### src/rtl/imem_ctrl.sv
// rtl/imem_ctrl.sv - instruction memory fetch/load sequencer; IMEM_CTRL_CLEAR_EN adds a NOP-fill pass before each load
module imem_ctrl #(
    parameter int          DEPTH    = 1024,
    parameter int          AW       = 10,
    parameter logic [31:0] NOP_WORD = 32'h00000013
) (
    input  logic          i_clk,
    input  logic          i_rst_n,
    input  logic          i_fetch_req,
    input  logic [31:0]   i_fetch_addr,
    output logic          o_fetch_valid,
    output logic [31:0]   o_fetch_data,
    output logic          o_fetch_misalign,
    output logic          o_fetch_stall,
    input  logic          i_ld_start,
    input  logic [AW-1:0] i_ld_base,
    input  logic [AW:0]   i_ld_count,
    input  logic          i_ld_valid,
    input  logic [31:0]   i_ld_data,
    output logic          o_ld_ready,
    output logic          o_ld_done,
    output logic [AW-1:0] o_mem_addr,
    output logic          o_mem_we,
    output logic [31:0]   o_mem_wdata,
    input  logic [31:0]   i_mem_rdata
);

`ifdef IMEM_CTRL_CLEAR_EN
    typedef enum logic [1:0] {S_IDLE, S_CLEAR, S_LOAD, S_DONE} state_t;
`else
    typedef enum logic [1:0] {S_IDLE, S_LOAD, S_DONE} state_t;
`endif

    localparam logic [AW-1:0] LAST_IDX = AW'(DEPTH - 1);

    state_t        state, state_nx;
    logic [AW-1:0] base, base_nx;
    logic [AW:0]   count, count_nx;
    logic [AW-1:0] n, n_nx;
    logic          misaligned;
    logic          unused_bits;

    assign misaligned    = (i_fetch_addr[1:0] != 2'b00);
    assign o_fetch_stall = (state != S_IDLE);
    assign unused_bits   = ^{i_fetch_addr[31:AW+2], LAST_IDX};

    always_ff @(posedge i_clk or negedge i_rst_n) begin
        if (!i_rst_n) begin
            state            <= S_IDLE;
            base             <= '0;
            count            <= '0;
            n                <= '0;
            o_fetch_valid    <= 1'b0;
            o_fetch_data     <= '0;
            o_fetch_misalign <= 1'b0;
        end else begin
            state <= state_nx;
            base  <= base_nx;
            count <= count_nx;
            n     <= n_nx;
            // Fetch is only serviced in IDLE; data and misalign hold when idle-without-request
            if (state == S_IDLE && i_fetch_req) begin
                o_fetch_valid <= 1'b1;
                if (misaligned) begin
                    o_fetch_data     <= '0;
                    o_fetch_misalign <= 1'b1;
                end else begin
                    o_fetch_data     <= i_mem_rdata;
                    o_fetch_misalign <= 1'b0;
                end
            end else begin
                o_fetch_valid <= 1'b0;
            end
        end
    end

    always_comb begin
        state_nx    = state;
        base_nx     = base;
        count_nx    = count;
        n_nx        = n;
        o_mem_addr  = i_fetch_addr[AW+1:2];
        o_mem_we    = 1'b0;
        o_mem_wdata = NOP_WORD;
        o_ld_ready  = 1'b0;
        o_ld_done   = 1'b0;
        case (state)
            S_IDLE: begin
                if (i_ld_start) begin
                    base_nx  = i_ld_base;
                    count_nx = i_ld_count;
                    n_nx     = '0;
                    if (i_ld_count == '0)
                        state_nx = S_DONE;
                    else
`ifdef IMEM_CTRL_CLEAR_EN
                        state_nx = S_CLEAR;
`else
                        state_nx = S_LOAD;
`endif
                end
            end
`ifdef IMEM_CTRL_CLEAR_EN
            S_CLEAR: begin
                o_mem_addr = n;
                o_mem_we   = 1'b1;
                n_nx       = n + 1'b1;
                // n wraps to 0 on the last index, ready for LOAD
                if (n == LAST_IDX)
                    state_nx = S_LOAD;
            end
`endif
            S_LOAD: begin
                o_ld_ready = 1'b1;
                o_mem_addr = base + n;
                if (i_ld_valid) begin
                    o_mem_we    = 1'b1;
                    o_mem_wdata = i_ld_data;
                    n_nx        = n + 1'b1;
                    if ({1'b0, n} == count - (AW+1)'(1))
                        state_nx = S_DONE;
                end
            end
            S_DONE: begin
                o_ld_done = 1'b1;
                state_nx  = S_IDLE;
            end
            default: state_nx = S_IDLE;
        endcase
    end

endmodule
### config.mk
export PLATFORM = sky130hd
export DESIGN_NAME = imem_ctrl
export DESIGN_NICKNAME = d
export VERILOG_FILES = /design/src/rtl/imem_ctrl.sv
export SDC_FILE = /design/constraint.sdc
export NUM_CORES = 1
export LEC_CHECK = 0
export CORE_MARGIN = 5
export CORE_UTILIZATION = 35
export DETAILED_ROUTE_END_ITERATION = 7
export PLACE_DENSITY_LB_ADDON = 0.15
export RECOVER_POWER = 50
export SLEW_MARGIN = 20
export SYNTH_ARGS = -nofsm -noshare
export SYNTH_HDL_FRONTEND = slang
export SYNTH_SLANG_ARGS = --single-unit
### constraint.sdc
create_clock -name i_clk -period 2.2 [get_ports i_clk]
set_input_delay 0.33 -clock i_clk [delete_from_list [all_inputs] [get_ports i_clk]]
set_output_delay 0.33 -clock i_clk [all_outputs]
set_load 0.1 [all_outputs]
==> metrics.txt, run 1 <==
Distinct cells, synth=46; # rows=37; Worst Hold Class=reg2reg; proportion of synthesized area in mux cells=0.0639; core area=10200 sq um; Synth Area in Simple Gates=0.189; Synth-to-Final Area Change=78.1%; Setup crit start=n[0]; post-layout net count=694; Clk Latency, worst-skew pair=0.34 ns; synthesized area per cell=10.2 sq um; Slew Limit Fails=0; Clock Pin Slew Worst Setup and Hold Paths=0.08 ns; count of input and output buffers=181; path depth of the worst reg2reg path=8; first-iteration detailed-routing DRC count=144; Finished Layout Cells=701; CTS Buf Count=9; Vias/cell=4.92; final core utilization=0.634; largest family of logic cells by synthesized area=simple AND/OR/NAND/NOR gates; Worst Setup End Kind=primary output; CP max FO=3; CTS tree=built; mapped cell area=3640 sq um; Initial Util=0.356; CP Class=reg2out; # diodes=0; syn_nets=492; Clock Skews=0.00842 ns; DR DRC count=0; Synth warnings=0; DPL Wire Length=8900 um; DIE WIDTH=112 um; failing checks=negative setup slack; status=complete, but fails checks; R2R Setup Slk=0.18 ns; Final Hold Vio Count=0; pre-CTS setup slack=-0.279 ns; fraction of layout cells with a size suffix above 1=0.329; H-Tree Depth=3; num ports=202; hold depth=1; XOR/XNOR Fraction of Synth Area=0.0481; WP data arrival=2.40 ns; measured slew at the worst slew-check pin=1.16 ns; grt ovf=0; die area=12500 sq um; first-pass GRT wire length=18700 um; Vias=3451; DR pass1 iterations=4; DR WL/cell=16.1 um; ANT nets after route=0; CTS Root Cell=clkbuf_8; RSZ-0062 raised after global routing=yes; crit start category=register; Hold EP=o_fetch_data[3]; largest net degree at the start of global routing=68; slack of the critical path=-0.533 ns; Die Height=112 um; clk buf depth=2; FF+latch count, synth=67; Rel. slew slack=0.231; Max Cap Viol=0; Final GP Congestion=0.866; Setup Viol. Count Final=8; vias in the first global route=3691; compound-gate portion of the synthesized area=0.161; worst reg2reg path startpoint=count[0]; Adder-Cell Fraction of Synth Area=0.0433; overall routing resource usage=0.181; DP Cell Count=678; Syn Inst Count=358; Tmin final=2.73 ns; RR Endpoint=state[1]; Hold Startpoint=o_fetch_data[3]; initial antenna violation count=0; Fin Hold WS=0.510 ns; sequential-to-total area share from yosys stat=0.460; Fmax=366 MHz; Clock Sinks=67; final wirelength=11300 um; Final period util=1.24; CP required=1.87 ns
[worst max path at each step]
stage                         end  slack [ns]  depth (start not counted)
finish              o_mem_addr[8]       -0.53                         10
global route        o_mem_addr[8]       -0.67                         10
CTS                 o_mem_addr[7]       -0.53                          9
detailed placement  o_mem_addr[7]       -0.28                          8
global placement    o_mem_addr[7]       -0.22                          8
floorplan           o_mem_addr[6]       -0.65                          9
[state kept, by name, summed over array words and instances, names as in the netlist]
register,count
base,10
count,11
n,10
o_fetch_data,32
o_fetch_misalign,1
o_fetch_valid,1
state,2
[layout by cell type (no fill, tap or decap), drive strengths merged, types with 5 or more instances in the layout]
cell type,n
o21ai,19
inv,14
a22o,33
clkdlybuf4s50,100
nor4,5
clkbuf,45
nor3b,5
buf,74
xor2,11
ha,11
nand2b,6
nor3,11
nand2,32
dfrtp,67
nor2,19
and3,30
nand3,8
xnor2,9
a21oi,7
mux2,18
[Yosys cell counts, drive strengths merged]
library cell / count / area (sq um)
and2: 1 / 6.26
inv: 12 / 45.0
o31ai: 3 / 22.5
a221oi: 1 / 8.76
nor2: 19 / 71.3
nand2: 32 / 120
nor4: 5 / 37.5
ha: 11 / 138
a211oi: 3 / 22.5
clkbuf: 17 / 63.8
nor4b: 1 / 23.8
o21ai: 19 / 95.1
nand4: 2 / 12.5
a21oi: 7 / 38.8
nor2b: 2 / 12.5
dfrtp: 67 / 1680
fa: 1 / 20.0
nor3b: 5 / 37.5
o21a: 4 / 30.0
nand4b: 1 / 8.76
or2: 1 / 6.26
mux2i: 3 / 30.0
xor2: 11 / 96.3
nor4bb: 1 / 10.0
a21boi: 1 / 7.51
buf: 3 / 15.0
a21o: 1 / 7.51
xnor2: 9 / 78.8
a22o: 33 / 289
mux2: 18 / 203
o211ai: 2 / 15.0
nand2b: 6 / 37.5
a31oi: 2 / 12.5
a221o: 1 / 10.0
o41ai: 1 / 8.76
o21bai: 1 / 7.51
nand3b: 1 / 7.51
o211a: 1 / 10.0
nand3: 8 / 40.0
nor3: 11 / 70.1
and3: 30 / 188
[cell type report]
class / instances / area [sq um]
Clock inverter: 7 / 61.3
Tap cell: 136 / 170
Multi-Input combinational cell: 259 / 2080
Fill cell: 826 / 3740
Clock buffer: 9 / 124
Sequential cell: 67 / 1680
Inverter: 12 / 52.6
Timing Repair Buffer: 211 / 2330
[critical path: stages (launching register included)]
cell and delay [ns]:
dfrtp_1 0.41, ha_4 0.18, inv_2 0.05, fa_2 0.20
nor2b_2 0.05, o21ai_2 0.14, a21boi_2 0.10, o41ai_2 0.36
mux2i_1 0.32, nand2_4 0.08, buf_12 0.18
[through the flow]
stage	setup TNS [ns]	area (sq um)
after floorplan	-2.02	3770
after global placement	-0.603	6230
after detailed placement	-0.885	6230
after CTS	-2.86	6500
after global routing	-3.45	6490
final	-2.53	6490
[timing repair]
action                                  4_1_cts  5_1_grt
endpoints found under the hold margin        20        0
hold buffers                                  1        0
endpoints found under the setup margin       33       33
gates resized for setup                      10       18
pin swaps                                    10       10
buffers inserted                              5        2
[layer usage]
layer	part of all wire	GRT usage	up-vias	wire length [um]
met1	0.41	0.217	1630	4600
li1	-	-	1695	-
met2	0.52	0.323	112	5860
met4	0.014	0.0449	0	156
met5	0	0	-	0
met3	0.059	0.0467	14	666
[kinds of logic (layout without fill, tap and decap cells)]
| kind of cell | after synthesis | after routing |
|---|---|---|
| and+or+nand+nor | 126 | 126 |
| AOI/OAI and AO/OA | 80 | 80 |
| DFF | 67 | 67 |
| buffers and inverters | 32 | 239 |
| muxes | 21 | 21 |
| xor gates and xnor gates | 20 | 20 |
| adders and majority gates | 12 | 12 |
Power of run 1 is left out: the tool's default activity adds up to more than one toggle a clock period on the data nets, which glitch-free logic cannot reach.
==> run 2: changes to the inputs <==
--- a/config.mk
+++ b/config.mk
@@ -8,6 +8,7 @@
 export CORE_MARGIN = 5
 export CORE_UTILIZATION = 35
 export DETAILED_ROUTE_END_ITERATION = 7
+export GPL_ROUTABILITY_DRIVEN = 0
 export PLACE_DENSITY_LB_ADDON = 0.15
 export RECOVER_POWER = 50
 export SLEW_MARGIN = 20
==> results of run 2 <==
Final layout, timing and power as in run 1 (identical DEF).
Power of run 2 is left out for the same reason.
